## src/rtl/lc4_cmp_pipe.sv

```systemverilog
// rtl/lc4_cmp_pipe.sv - two-stage LC4 CMP/CMPU/CMPI/CMPIU comparator with valid/ready flow control
// S1 captures A, the selected second operand and signedness; S2 holds the +1/0/-1 result and NZP.
module lc4_cmp_pipe #(
  parameter int W     = 16,
  parameter int IMM_W = 7,
  parameter int CNT_W = 8
) (
  input  logic             clk,
  input  logic             rst,
  input  logic             in_valid,
  output logic             in_ready,
  input  logic [1:0]       in_mode,
  input  logic [W-1:0]     in_a,
  input  logic [W-1:0]     in_b,
  input  logic [IMM_W-1:0] in_imm,
  output logic             out_valid,
  input  logic             out_ready,
  output logic [W-1:0]     out_result,
  output logic [2:0]       out_nzp,
  output logic [CNT_W-1:0] done_count
);

  localparam logic [W-1:0]     RES_GT  = {{(W-1){1'b0}}, 1'b1};
  localparam logic [CNT_W-1:0] CNT_ONE = {{(CNT_W-1){1'b0}}, 1'b1};

  logic             s1_valid_q, s1_valid_d;
  logic             s1_signed_q, s1_signed_d;
  logic [W-1:0]     s1_a_q, s1_a_d;
  logic [W-1:0]     s1_b_q, s1_b_d;
  logic             s2_valid_q, s2_valid_d;
  logic [W-1:0]     s2_result_q, s2_result_d;
  logic [2:0]       s2_nzp_q, s2_nzp_d;
  logic [CNT_W-1:0] done_q, done_d;

  logic             s2_advance;
  logic             s1_load;
  logic             accept;
  logic             out_fire;
  logic [W-1:0]     opnd_b;
  logic             cmp_lt;
  logic             cmp_eq;
  logic [W-1:0]     cmp_result;
  logic [2:0]       cmp_nzp;

  // S1 may refill in the same cycle S2 drains, so a full pipe still streams.
  assign s2_advance = !s2_valid_q || out_ready;
  assign s1_load    = !s1_valid_q || s2_advance;
  assign in_ready   = !rst && s1_load;
  assign accept     = in_valid && in_ready;
  assign out_fire   = s2_valid_q && out_ready;

  always_comb begin
    opnd_b = in_b;
    if (in_mode[1]) begin
      if (in_mode[0]) begin
        opnd_b = {{(W-IMM_W){1'b0}}, in_imm};
      end else begin
        opnd_b = {{(W-IMM_W){in_imm[IMM_W-1]}}, in_imm};
      end
    end
  end

  always_comb begin
    cmp_eq = (s1_a_q == s1_b_q);
    if (s1_signed_q) begin
      cmp_lt = ($signed(s1_a_q) < $signed(s1_b_q));
    end else begin
      cmp_lt = (s1_a_q < s1_b_q);
    end
  end

  always_comb begin
    cmp_result = RES_GT;
    cmp_nzp    = 3'b001;
    if (cmp_lt) begin
      cmp_result = '1;
      cmp_nzp    = 3'b100;
    end else if (cmp_eq) begin
      cmp_result = '0;
      cmp_nzp    = 3'b010;
    end
  end

  always_comb begin
    s1_valid_d  = s1_valid_q;
    s1_signed_d = s1_signed_q;
    s1_a_d      = s1_a_q;
    s1_b_d      = s1_b_q;
    s2_valid_d  = s2_valid_q;
    s2_result_d = s2_result_q;
    s2_nzp_d    = s2_nzp_q;
    done_d      = done_q;

    if (s1_load) begin
      s1_valid_d = accept;
      if (accept) begin
        s1_signed_d = !in_mode[0];
        s1_a_d      = in_a;
        s1_b_d      = opnd_b;
      end
    end

    if (s2_advance) begin
      s2_valid_d = s1_valid_q;
      if (s1_valid_q) begin
        s2_result_d = cmp_result;
        s2_nzp_d    = cmp_nzp;
      end
    end

    if (out_fire && (done_q != '1)) begin
      done_d = done_q + CNT_ONE;
    end
  end

  always_ff @(posedge clk) begin
    if (rst) begin
      s1_valid_q  <= 1'b0;
      s1_signed_q <= 1'b0;
      s1_a_q      <= '0;
      s1_b_q      <= '0;
      s2_valid_q  <= 1'b0;
      s2_result_q <= '0;
      s2_nzp_q    <= 3'b000;
      done_q      <= '0;
    end else begin
      s1_valid_q  <= s1_valid_d;
      s1_signed_q <= s1_signed_d;
      s1_a_q      <= s1_a_d;
      s1_b_q      <= s1_b_d;
      s2_valid_q  <= s2_valid_d;
      s2_result_q <= s2_result_d;
      s2_nzp_q    <= s2_nzp_d;
      done_q      <= done_d;
    end
  end

  assign out_valid  = s2_valid_q;
  assign out_result = s2_result_q;
  assign out_nzp    = s2_nzp_q;
  assign done_count = done_q;

endmodule

```

## config.mk

```make
export PLATFORM = sky130hd
export DESIGN_NAME = lc4_cmp_pipe
export DESIGN_NICKNAME = d
export VERILOG_FILES = /design/src/rtl/lc4_cmp_pipe.sv
export SDC_FILE = /design/constraint.sdc
export NUM_CORES = 1
export LEC_CHECK = 0
export CORE_MARGIN = 2
export CORE_UTILIZATION = 51
export DETAILED_ROUTE_END_ITERATION = 6
export PLACE_DENSITY = 0.86
export SLEW_MARGIN = 20
export SYNTH_ARGS = -nofsm -noshare
export SYNTH_HDL_FRONTEND = slang
export SYNTH_SLANG_ARGS = --single-unit
```

## constraint.sdc

```tcl
create_clock -name clk -period 2.9 [get_ports clk]
set_input_delay 0.58 -clock clk [delete_from_list [all_inputs] [get_ports clk]]
set_output_delay 0.58 -clock clk [all_outputs]
set_load 0.005 [all_outputs]
```

* Word level (Yosys, flattened, before mapping)
Index checks and enable logic that the tools add are counted.
Cells by class: add/sub/neg operators 1, multiply operators 0, divide/modulo/power cells 0, order comparisons 2, equality and inequality tests 2, shift operators 0, multiplexer cells 7, bitwise gates (word level) 0, reduce and logical (&&, ||, !) cells 12
Operators by type and width (number):
- two-way mux 16 bit | 3
- less-than comparator 16 bit | 2
- == test 16 bit | 1
- adder 8 x 1 -> 8 bit (second input constant) | 1
- inequality test 8 bit (second input constant) | 1
- logical AND 1 bit | 4
- logical NOT 1 bit | 4
- AND reduction 2 bit | 2
- two-way mux 3 bit | 1
- logical OR 1 bit | 2
- two-way mux 1 bit | 2
- two-way mux 2 bit | 1
Word-level totals: register bits after elaboration 62, latch bits 0, memory bits (writable) 0, memory bits (read-only) 0, output and inout port bits 29, word-level logic and storage cells 32, memories kept 0

* Longest topological paths before layout
Gate-level depths: netlist of the first run.
word-level depth 6, depth in mapped cells 7, mapped depth without buffers 7

* Least setup slack after synthesis of the first run
No wires, ideal clock.
path type register -> register, from reg s1_b_q[7], to reg s2_result_q[14] (netlist: out_result[14]), library setup time 120 ps, data arrival time 1570 ps, slack 1211 ps, stages on the path, launching flop included 8, path buffers 0, cell sequence dfxtp_1 inv_1 ha_1 a21oi_2 o21a_1 o2bb2ai_2 o311a_1 o31a_1
On the way: word-level cells in the longest chain between the ends 3
RTL lines:
- start, declared | RTL line 29 | logic [W-1:0] s1_b_q, s1_b_d;
- start signal, assigned | RTL line 121 | s1_b_q <= '0;
- start signal, assigned | RTL line 130 | s1_b_q <= s1_b_d;
- less-than comparator 16 bit, on equally long branches | RTL line 68, 66
- two-way mux 1 bit (*) | RTL line 65 | if (s1_signed_q) begin
- two-way mux 16 bit (*) | RTL line 75 | if (cmp_lt) begin
- end signal, assigned | RTL line 132 | s2_result_q <= s2_result_d;
- end, declared | RTL line 31 | logic [W-1:0] s2_result_q, s2_result_d;
Mark *: on every way between the ends. The rest lies on a longest branch, timed or not. A chain may end at the register's enable or synchronous reset.

* Final worst setup path of the first run
from in out_ready, to out in_ready
On the way: word-level cells in the longest chain between the ends 3
RTL lines:
- start, declared | RTL line 17 | input logic out_ready,
- logical OR 1 bit | RTL line 46 | assign s2_advance = !s2_valid_q || out_ready;
- logical OR 1 bit | RTL line 47 | assign s1_load = !s1_valid_q || s2_advance;
- logical AND 1 bit | RTL line 48 | assign in_ready = !rst && s1_load;
- end, declared | RTL line 11 | output logic in_ready,
No other way between the ends.

==> metrics.csv, run 1 <==
stage,metric,value,unit
synthesis,synth top area cells,"dfxtp_1, ha_1, nand2b_1",
grt,first-pass GRT wire length,7.77,mm
run,max cap viols,0,
sta,post-layout minimum cycle time,2.49,ns
synthesis,synthesized area per cell,9.00,sq um
synthesis,prevailing post-synth register cell,dfxtp_1,
drt,Avg WL per Cell,12.7,um
clock_tree,clk sinks,47,
finish,area grow syn2layout,30.0,%
clock_tree,clock latency on the worst-skew pair,0.30,ns
grt,pin count of the biggest net entering global routing,49,
synthesis,count of flip-flops with a built-in enable after synthesis,0,
synthesis,mux cell area share after synthesis,3.26,%
floorplanning,initial core utilization,52.3,%
sta,fmax,401,MHz
finish,final cell count without fillers,383,
worst_setup_path,Critical Path Sink Type,primary output,
synthesis,Post-Synth Adder-Cell Area,8.66,%
sta,Setup TNS Final,0,ns
clock_tree,Resized cells post-CTS,0,
floorplanning,core box area,0.00469,sq mm
synthesis,largest family of logic cells by synthesized area,simple AND/OR/NAND/NOR gates,
sta,final period utilization,86.0,%
sta,RSZ-0062 raised after global routing,false,
synthesis,sequential share of the synthesized area,38.3,%
clock_tree,post-cts hold buffer count,0,
clock_tree,CTS root buf,clkbuf_8,
placed_design,I/O Buffers,73,
synthesis,Synth Area in Compound Gates,17.1,%
clock_tree,CTS Buffer Depth,2,
synthesis,"area leader, netlist",dfxtp_1,
drt,"antenna viol nets, final",0,
drt,drt pass-1 iters,4,
worst_setup_path,Critical Path Fanout Max,5,
synthesis,ys async rst share,0,%
grt,gr ovfl total,0,
clock_tree,postcts setup bufs,0,
synthesis,XOR/XNOR Fraction of Synth Area,2.50,%
status,status,"complete, no violations",
worst_setup_path,WP data arrival,1.91,ns
synthesis,syn_nets,335,
sta,Fin. Hold Viols,0,
synthesis,Synth Register Bits,47,
hold_path,Hold Path Origin,out_nzp[1],
drt,# DRC,0,
power,P_leak,0.00123,uW
synthesis,yosys warns,0,
sta,Setup Viol. Count Final,0,
floorplanning,Die X,73.4,um
clock_tree,"Reg clk slew, reported paths",0.08,ns
sta,Worst Clk Skew,0.00715,ns
synthesis,Mapped Area,0.00246,sq mm
worst_setup_path,CP startpoint kind,input pin,
sta,worst slew pin tran,0.785,ns
drt,vias,2000,
power,PD cells,448,mW/mm^2
power,VDD IR-drop max,0.268,mV
floorplanning,I/O pin count,74,
drt,vias per cell,5.22,
floorplanning,Core Rows,25,
clock_tree,CTS H-tree depth,2,
grt,vias in the first global route,1763,
placed_design,RD Place Congestion,0.797,
finish,share of layout cells above drive strength 1,6.08,%
synthesis,Synth cell types,43,
finish,diode count,0,
placed_design,DP Cell Count,375,
synthesis,top-count cell post-synth,dfxtp_1,
sta,max_slew headroom,47.5,%
grt,initial antenna violation count,0,
finish,# nets final,390,
sta,Pins Over Slew Limit,0,
worst_setup_path,WS Path Type,input pin to primary output,
worst_setup_path,WP data required,2.32,ns
hold_path,HP Class,flip-flop to flip-flop,
synthesis,Mapped Cells,273,
floorplanning,full die area,0.00539,sq mm
synthesis,Commonest cells post-synth,"dfxtp_1, nand2b_1, nor2_1, nand2_1, inv_1",
drt,initial detailed-routing violation count,101,
worst_setup_path,worst setup path startpoint,out_ready,
placed_design,post-DP HPWL,3.52,mm
drt,Final Routed Wirelength,4.88,mm
clock_tree,TritonCTS buffer count,5,
synthesis,post-synth top area share,38.3,%
grt,global-route usage over all layers,18.4,%
worst_setup_path,worst reg2reg startpoint,s1_b_q[11],
floorplanning,Die H,73.4,um
finish,Filler cells,386,
clock_tree,CTS tree,built,
synthesis,simple-gate share of the synthesized area,20.3,%
layer usage:
layer,vias up,global-route usage [%],part of all wire (%),wire (um)
li1,1037,-,-,-
met1,905,23.4,45,2200
met2,51,30.8,49,2390
met3,7,3.16,4.4,216
met4,0,7.68,1.5,75
met5,-,0,0,0
power breakdown:
group	total, uW	internal [uW]	switching (uW)
logic	298	171	127
clock network	424	218	207
registers	708	683	24.6
cell usage in the layout, fill, tap and decap left out, types with 3 or more instances in the layout:
cell / n
inv_1: 18
clkbuf_8: 7
clkdlybuf4s50_1: 73
a211oi_1: 9
nand4_1: 5
and4_1: 3
a221oi_1: 9
dfxtp_1: 47
xor2_1: 5
o31ai_1: 3
nand2_1: 22
ha_1: 17
mux2i_1: 8
nor2_1: 24
nand2b_1: 25
a21oi_1: 7
o21ai_0: 16
critical path, stage by stage:
cell	delay [ns]
clkdlybuf4s50_1	0.53
nor2b_4	0.07
a21oi_2	0.19
clkdlybuf4s50_1	0.54
stage by stage:
| step | hold slack, ns | area [sq um] | util, % | total power (uW) | setup WS (ns) |
|---|---|---|---|---|---|
| global route | 0.495 | 3190 | 68.1 | 1500 | 0.336 |
| floorplan | 0.451 | 2460 | - | 903 | 1.21 |
| finish | 0.467 | 3190 | 68.1 | 1430 | 0.407 |
| global placement | 0.450 | 3090 | 65.9 | 1010 | 0.456 |
| detailed placement | 0.462 | 3090 | 65.9 | 1020 | 0.399 |
| CTS | 0.473 | 3190 | 68.1 | 1440 | 0.398 |
final timing paths:
kind / to / slack, ns / cells after the start
hold reg to reg: out_nzp[1] / 0.47 / 2
hold / removal: out_nzp[1] / 0.47 / 2
setup reg to reg: out_result[14] / 1.06 / 7
setup / recovery: in_ready / 0.41 / 4
sequential cells by signal, indices dropped and copies added (netlist names):
register,flops
s1_valid_q,1
s1_b_q,16
s1_signed_q,1
s1_a_q,16
done_count,8
out_valid,1
out_result,2
out_nzp,2
final cells by class:
class	instances	area (sq um)	share of cell area (%)
well taps	54	67.6	2.12
multi-input cells	181	1270	39.8
repair buffers	75	746	23.4
flip-flops and latches	47	941	29.5
inverters	18	67.6	2.12
clock buffers	8	100	3.13
kinds of logic (layout without fill, tap and decap cells):
family	after synthesis	after routing
flip-flops	47	47
AND/OR/NAND/NOR	93	93
adder cells (fa/ha/maj)	17	17
XOR/XNOR	7	7
buffers and inverters	45	101
AO/OA/AOI/OAI	56	56
multiplexers	8	8
Note: power is estimated with default switching activity, not from simulation.
==> run 2, diff against run 1 <==
--- a/config.mk
+++ b/config.mk
@@ -5,6 +5,7 @@
 export SDC_FILE = /design/constraint.sdc
 export NUM_CORES = 1
 export LEC_CHECK = 0
+export ABC_AREA = 1
 export CORE_MARGIN = 2
 export CORE_UTILIZATION = 51
 export DETAILED_ROUTE_END_ITERATION = 6
==> run 2 against run 1 <==
Against the previous run: hold slack lost 0.0036 ns; die area about the same; design area is essentially flat; clock skew shrank 0.0014 ns; synthesized cell count increased by 22%; utilization about the same; largest cell class unchanged; non-clock buffer count up 1; flip-flop and latch count unchanged; total power is 3.8% higher; sequential share of layout area is essentially flat.
==> metrics.csv, run 2 <==
stage,metric,value,unit,change
power,sw frac,25.8,%,was 25.0%
sta,max_slew headroom,71.5,%,was 47.5%
worst_setup_path,Critical Path Sink Type,primary output,,unchanged
clock_tree,Resized cells post-CTS,0,,unchanged
synthesis,synth top area cells,"dfxtp_1, nand2_1, ha_1",,"was dfxtp_1, ha_1, nand2b_1"
clock_tree,CTS Buffer Depth,2,,unchanged
placed_design,dpl ws,0.336,ns,was 0.399 ns
floorplanning,full die area,0.00539,sq mm,about the same
clock_tree,postcts setup bufs,0,,unchanged
sta,Setup Viol. Count Final,0,,unchanged
floorplanning,I/O pin count,74,,unchanged
power,P_leak,0.00138,uW,was 0.00123 uW
finish,final cell count without fillers,443,,was 383
clock_tree,"Reg clk slew, reported paths",0.08,ns,about the same
sta,Worst Clk Skew,0.00578,ns,was 0.00715 ns
drt,vias per cell,5.03,,was 5.22
placed_design,RD Place Congestion,0.818,,was 0.797
clock_tree,clk sinks,47,,unchanged
worst_setup_path,CP startpoint kind,input pin,,unchanged
power,Seq pwr share,47.6,%,was 49.5%
drt,# DRC,0,,unchanged
worst_setup_path,Setup crit end,in_ready,,unchanged
worst_setup_path,Critical Path Fanout Max,3,,was 5
finish,Filler cells,389,,was 386
finish,share of layout cells above drive strength 1,4.37,%,was 6.08%
worst_setup_path,worst setup path startpoint,out_ready,,unchanged
synthesis,Synth cell types,27,,was 43
drt,initial detailed-routing violation count,155,,was 101
status,status,"complete, no violations",,unchanged
synthesis,Synth Register Bits,47,,unchanged
power,Clock Power Share,31.3,%,was 29.7%
drt,Final Routed Wirelength,5.22,mm,was 4.88 mm
finish,most frequent cells in the layout,"clkdlybuf4s50_1, nand2_1, inv_1, dfxtp_1, o21ai_0",,"was clkdlybuf4s50_1, dfxtp_1, nand2b_1"
sta,RSZ-0062 raised after global routing,false,,unchanged
worst_setup_path,reg-to-reg critical path endpoint,out_result[14],,unchanged
grt,pin count of the biggest net entering global routing,41,,was 49
worst_setup_path,Worst Path Buf+Inv,5,,was 2
worst_setup_path,critical path cell sequence,"clkdlybuf4s50_1, inv_1, nand2_1, nor2_1, inv_2, nand2_4, inv_1, clkdlybuf4s50_1",,"was clkdlybuf4s50_1, nor2b_4, a21oi_2, clkdlybuf4s50_1"
sta,Fin. Hold Viols,0,,unchanged
clock_tree,clock latency on the worst-skew pair,0.30,ns,about the same
placed_design,I/O Buffers,73,,unchanged
clock_tree,post-cts hold buffer count,0,,unchanged
sta,worst slew pin tran,0.427,ns,was 0.785 ns
run,max cap viols,0,,unchanged
synthesis,syn_nets,396,,was 335
sta,fmax,389,MHz,was 401 MHz
grt,global-route usage over all layers,20.9,%,was 18.4%
floorplanning,Die X,73.4,um,about the same
finish,area grow syn2layout,29.9,%,was 30.0%
synthesis,count of flip-flops with a built-in enable after synthesis,0,,unchanged
power,P_int,1100,uW,was 1070 uW
grt,initial antenna violation count,0,,unchanged
synthesis,prevailing post-synth register cell,dfxtp_1,,unchanged
synthesis,synthesized area per cell,7.36,sq um,was 9.00 sq um
grt,gr ovfl total,0,,unchanged
placed_design,DP Cell Count,436,,was 375
grt,met2 Track Usage GR,36.8,%,was 30.8%
drt,"antenna viol nets, final",0,,unchanged
worst_setup_path,cell family with most CP delay,buffers and inverters,,unchanged
grt,vias in the first global route,2070,,was 1763
sta,final period utilization,88.6,%,was 86.0%
worst_setup_path,CP max stage delay,0.51,ns,was 0.54 ns
drt,drt pass-1 iters,4,,unchanged
worst_setup_path,Levels on crit path,8,,was 4
synthesis,post-synth top area share,38.3,%,about the same
synthesis,top-count cell post-synth,nand2_1,,was dfxtp_1
worst_setup_path,FF-to-FF path depth,11,,was 7
power,combinational power share,21.1,%,was 20.8%
grt,first-pass GRT wire length,8.79,mm,was 7.77 mm
power,PD cells,465,mW/mm^2,was 448 mW/mm^2
sta,slack of the critical path,0.332,ns,was 0.407 ns
placed_design,post-DP HPWL,3.78,mm,was 3.52 mm
synthesis,Mapped Cells,334,,was 273
drt,Avg WL per Cell,11.8,um,was 12.7 um
finish,# nets final,451,,was 390
floorplanning,Core Rows,25,,unchanged
drt,vias,2227,,was 2000
worst_setup_path,worst reg2reg startpoint,s1_b_q[15],,was s1_b_q[11]
synthesis,yosys warns,0,,unchanged
sta,Setup TNS Final,0,ns,unchanged
synthesis,"area leader, netlist",dfxtp_1,,unchanged
grt,gr busiest metal,met2,,unchanged
grt,GRT met3 Usage,5.49,%,was 3.16%
synthesis,sequential share of the synthesized area,38.3,%,about the same
finish,diode count,0,,unchanged
worst_setup_path,slowest CP cell,clkdlybuf4s50_1,,unchanged
worst_setup_path,WP data arrival,1.99,ns,was 1.91 ns
clock_tree,TritonCTS buffer count,5,,unchanged
worst_setup_path,WP data required,2.32,ns,about the same
power,NetSw,384,uW,was 358 uW
grt,met1 Track Usage GR,24.8,%,was 23.4%
floorplanning,Die H,73.4,um,about the same
power,VDD IR-drop max,0.288,mV,was 0.268 mV
worst_setup_path,WS Path Type,input pin to primary output,,unchanged
synthesis,Mapped Area,0.00246,sq mm,about the same
finish,"commonest non-fill, non-tap cell in the layout",clkdlybuf4s50_1,,unchanged
floorplanning,initial core utilization,52.4,%,was 52.3%
hold_path,HP Class,flip-flop to flip-flop,,unchanged
synthesis,ys async rst share,0,%,unchanged
clock_tree,CTS root buf,clkbuf_8,,unchanged
sta,post-layout minimum cycle time,2.57,ns,was 2.49 ns
clock_tree,CTS tree,built,,unchanged
synthesis,Commonest cells post-synth,"nand2_1, dfxtp_1, inv_1, o21ai_0, a21oi_1",,"was dfxtp_1, nand2b_1, nor2_1, nand2_1, inv_1"
clock_tree,CTS H-tree depth,2,,unchanged
floorplanning,core box area,0.00469,sq mm,unchanged
sta,Pins Over Slew Limit,0,,unchanged
worst_setup_path,R2R Setup Slk,1.08,ns,was 1.06 ns
run 2: cell count changes after synthesis, sizes merged, moves of 7 or more:
cell,before,now
nor2,24,13
nand2b,25,0
a21oi,9,37
o21ai,17,51
inv,18,51
a221oi,9,0
a211oi,9,0
nand2,23,69
nand3,1,8
run 2: through the flow:
step           hold slack [ns]  cell area, sq um  total power, uW  utilization (%)
3_5_place_dp             0.450              3090             1030             65.9
5_1_grt                  0.484              3190             1560             68.1
6_report                 0.463              3190             1490             68.1
3_3_place_gp             0.445              3090             1020             65.9
2_1_floorplan            0.433              2460              910                -
4_1_cts                  0.461              3190             1490             68.1
run 2: tightest hold or removal path: cells and delay by family (launching register included):
| kind | cells | cell delay (ns) |
|---|---|---|
| flip-flops | 1 | 0.30 |
| buffers and inverters | 1 | 0.06 |
| AO/OA/AOI/OAI | 1 | 0.06 |
run 2: worst min path at each step:
stage                     depth (start not counted)         end        from  slack, ns
final                                             2  s1_b_q[15]  s1_b_q[15]       0.46
after global routing                              2  out_nzp[0]  out_nzp[0]       0.48
after CTS                                         2  s1_b_q[15]  s1_b_q[15]       0.46
after detailed placement                          2  s1_b_q[15]  s1_b_q[15]       0.45
after global placement                            2  s1_b_q[13]  s1_b_q[13]       0.45
after floorplan                                   2   s1_b_q[6]   s1_b_q[6]       0.43
run 2: cells by family after synthesis:
group | after synthesis | share of synthesized area [%]
muxes | 6 | 2.44
adders and majority gates | 17 | 8.65
and+or+nand+nor | 94 | 16.4
xor gates and xnor gates | 1 | 0.356
AOI/OAI and AO/OA | 90 | 18.5
buffers and inverters | 79 | 15.4
DFF | 47 | 38.3
run 2: final cells by class:
cell class	instances	area [sq um]	area share, %
multi-input cells	208	1140	35.6
well taps	54	67.6	2.12
repair buffers	76	753	23.6
flip-flops and latches	47	941	29.5
inverters	51	191	5.99
clock inverters	1	30.0	0.940
clock buffers	6	72.6	2.27
run 2: power groups by stage:
stage / Combinational (uW) / Sequential, uW / Clock [uW]
floorplan: 192 / 717 / 0
global placement: 297 / 721 / 0
detailed placement: 307 / 722 / 0
CTS: 314 / 708 / 469
global route: 358 / 713 / 491
finish: 313 / 707 / 465
run 2: layer usage:
layer  share of wire (%)  vias up
met5                   0        -
met3                 5.2        6
li1                    -     1173
met1                  46      988
met2                  48       60
met4                 1.2        0
==> run 3, diff against run 2 <==
--- a/config.mk
+++ b/config.mk
@@ -6,6 +6,7 @@
 export NUM_CORES = 1
 export LEC_CHECK = 0
 export ABC_AREA = 1
+export ABC_CLOCK_PERIOD_IN_PS = 2900
 export CORE_MARGIN = 2
 export CORE_UTILIZATION = 51
 export DETAILED_ROUTE_END_ITERATION = 6
==> results of run 3 <==
Final layout, timing and power as in run 2 (identical DEF).
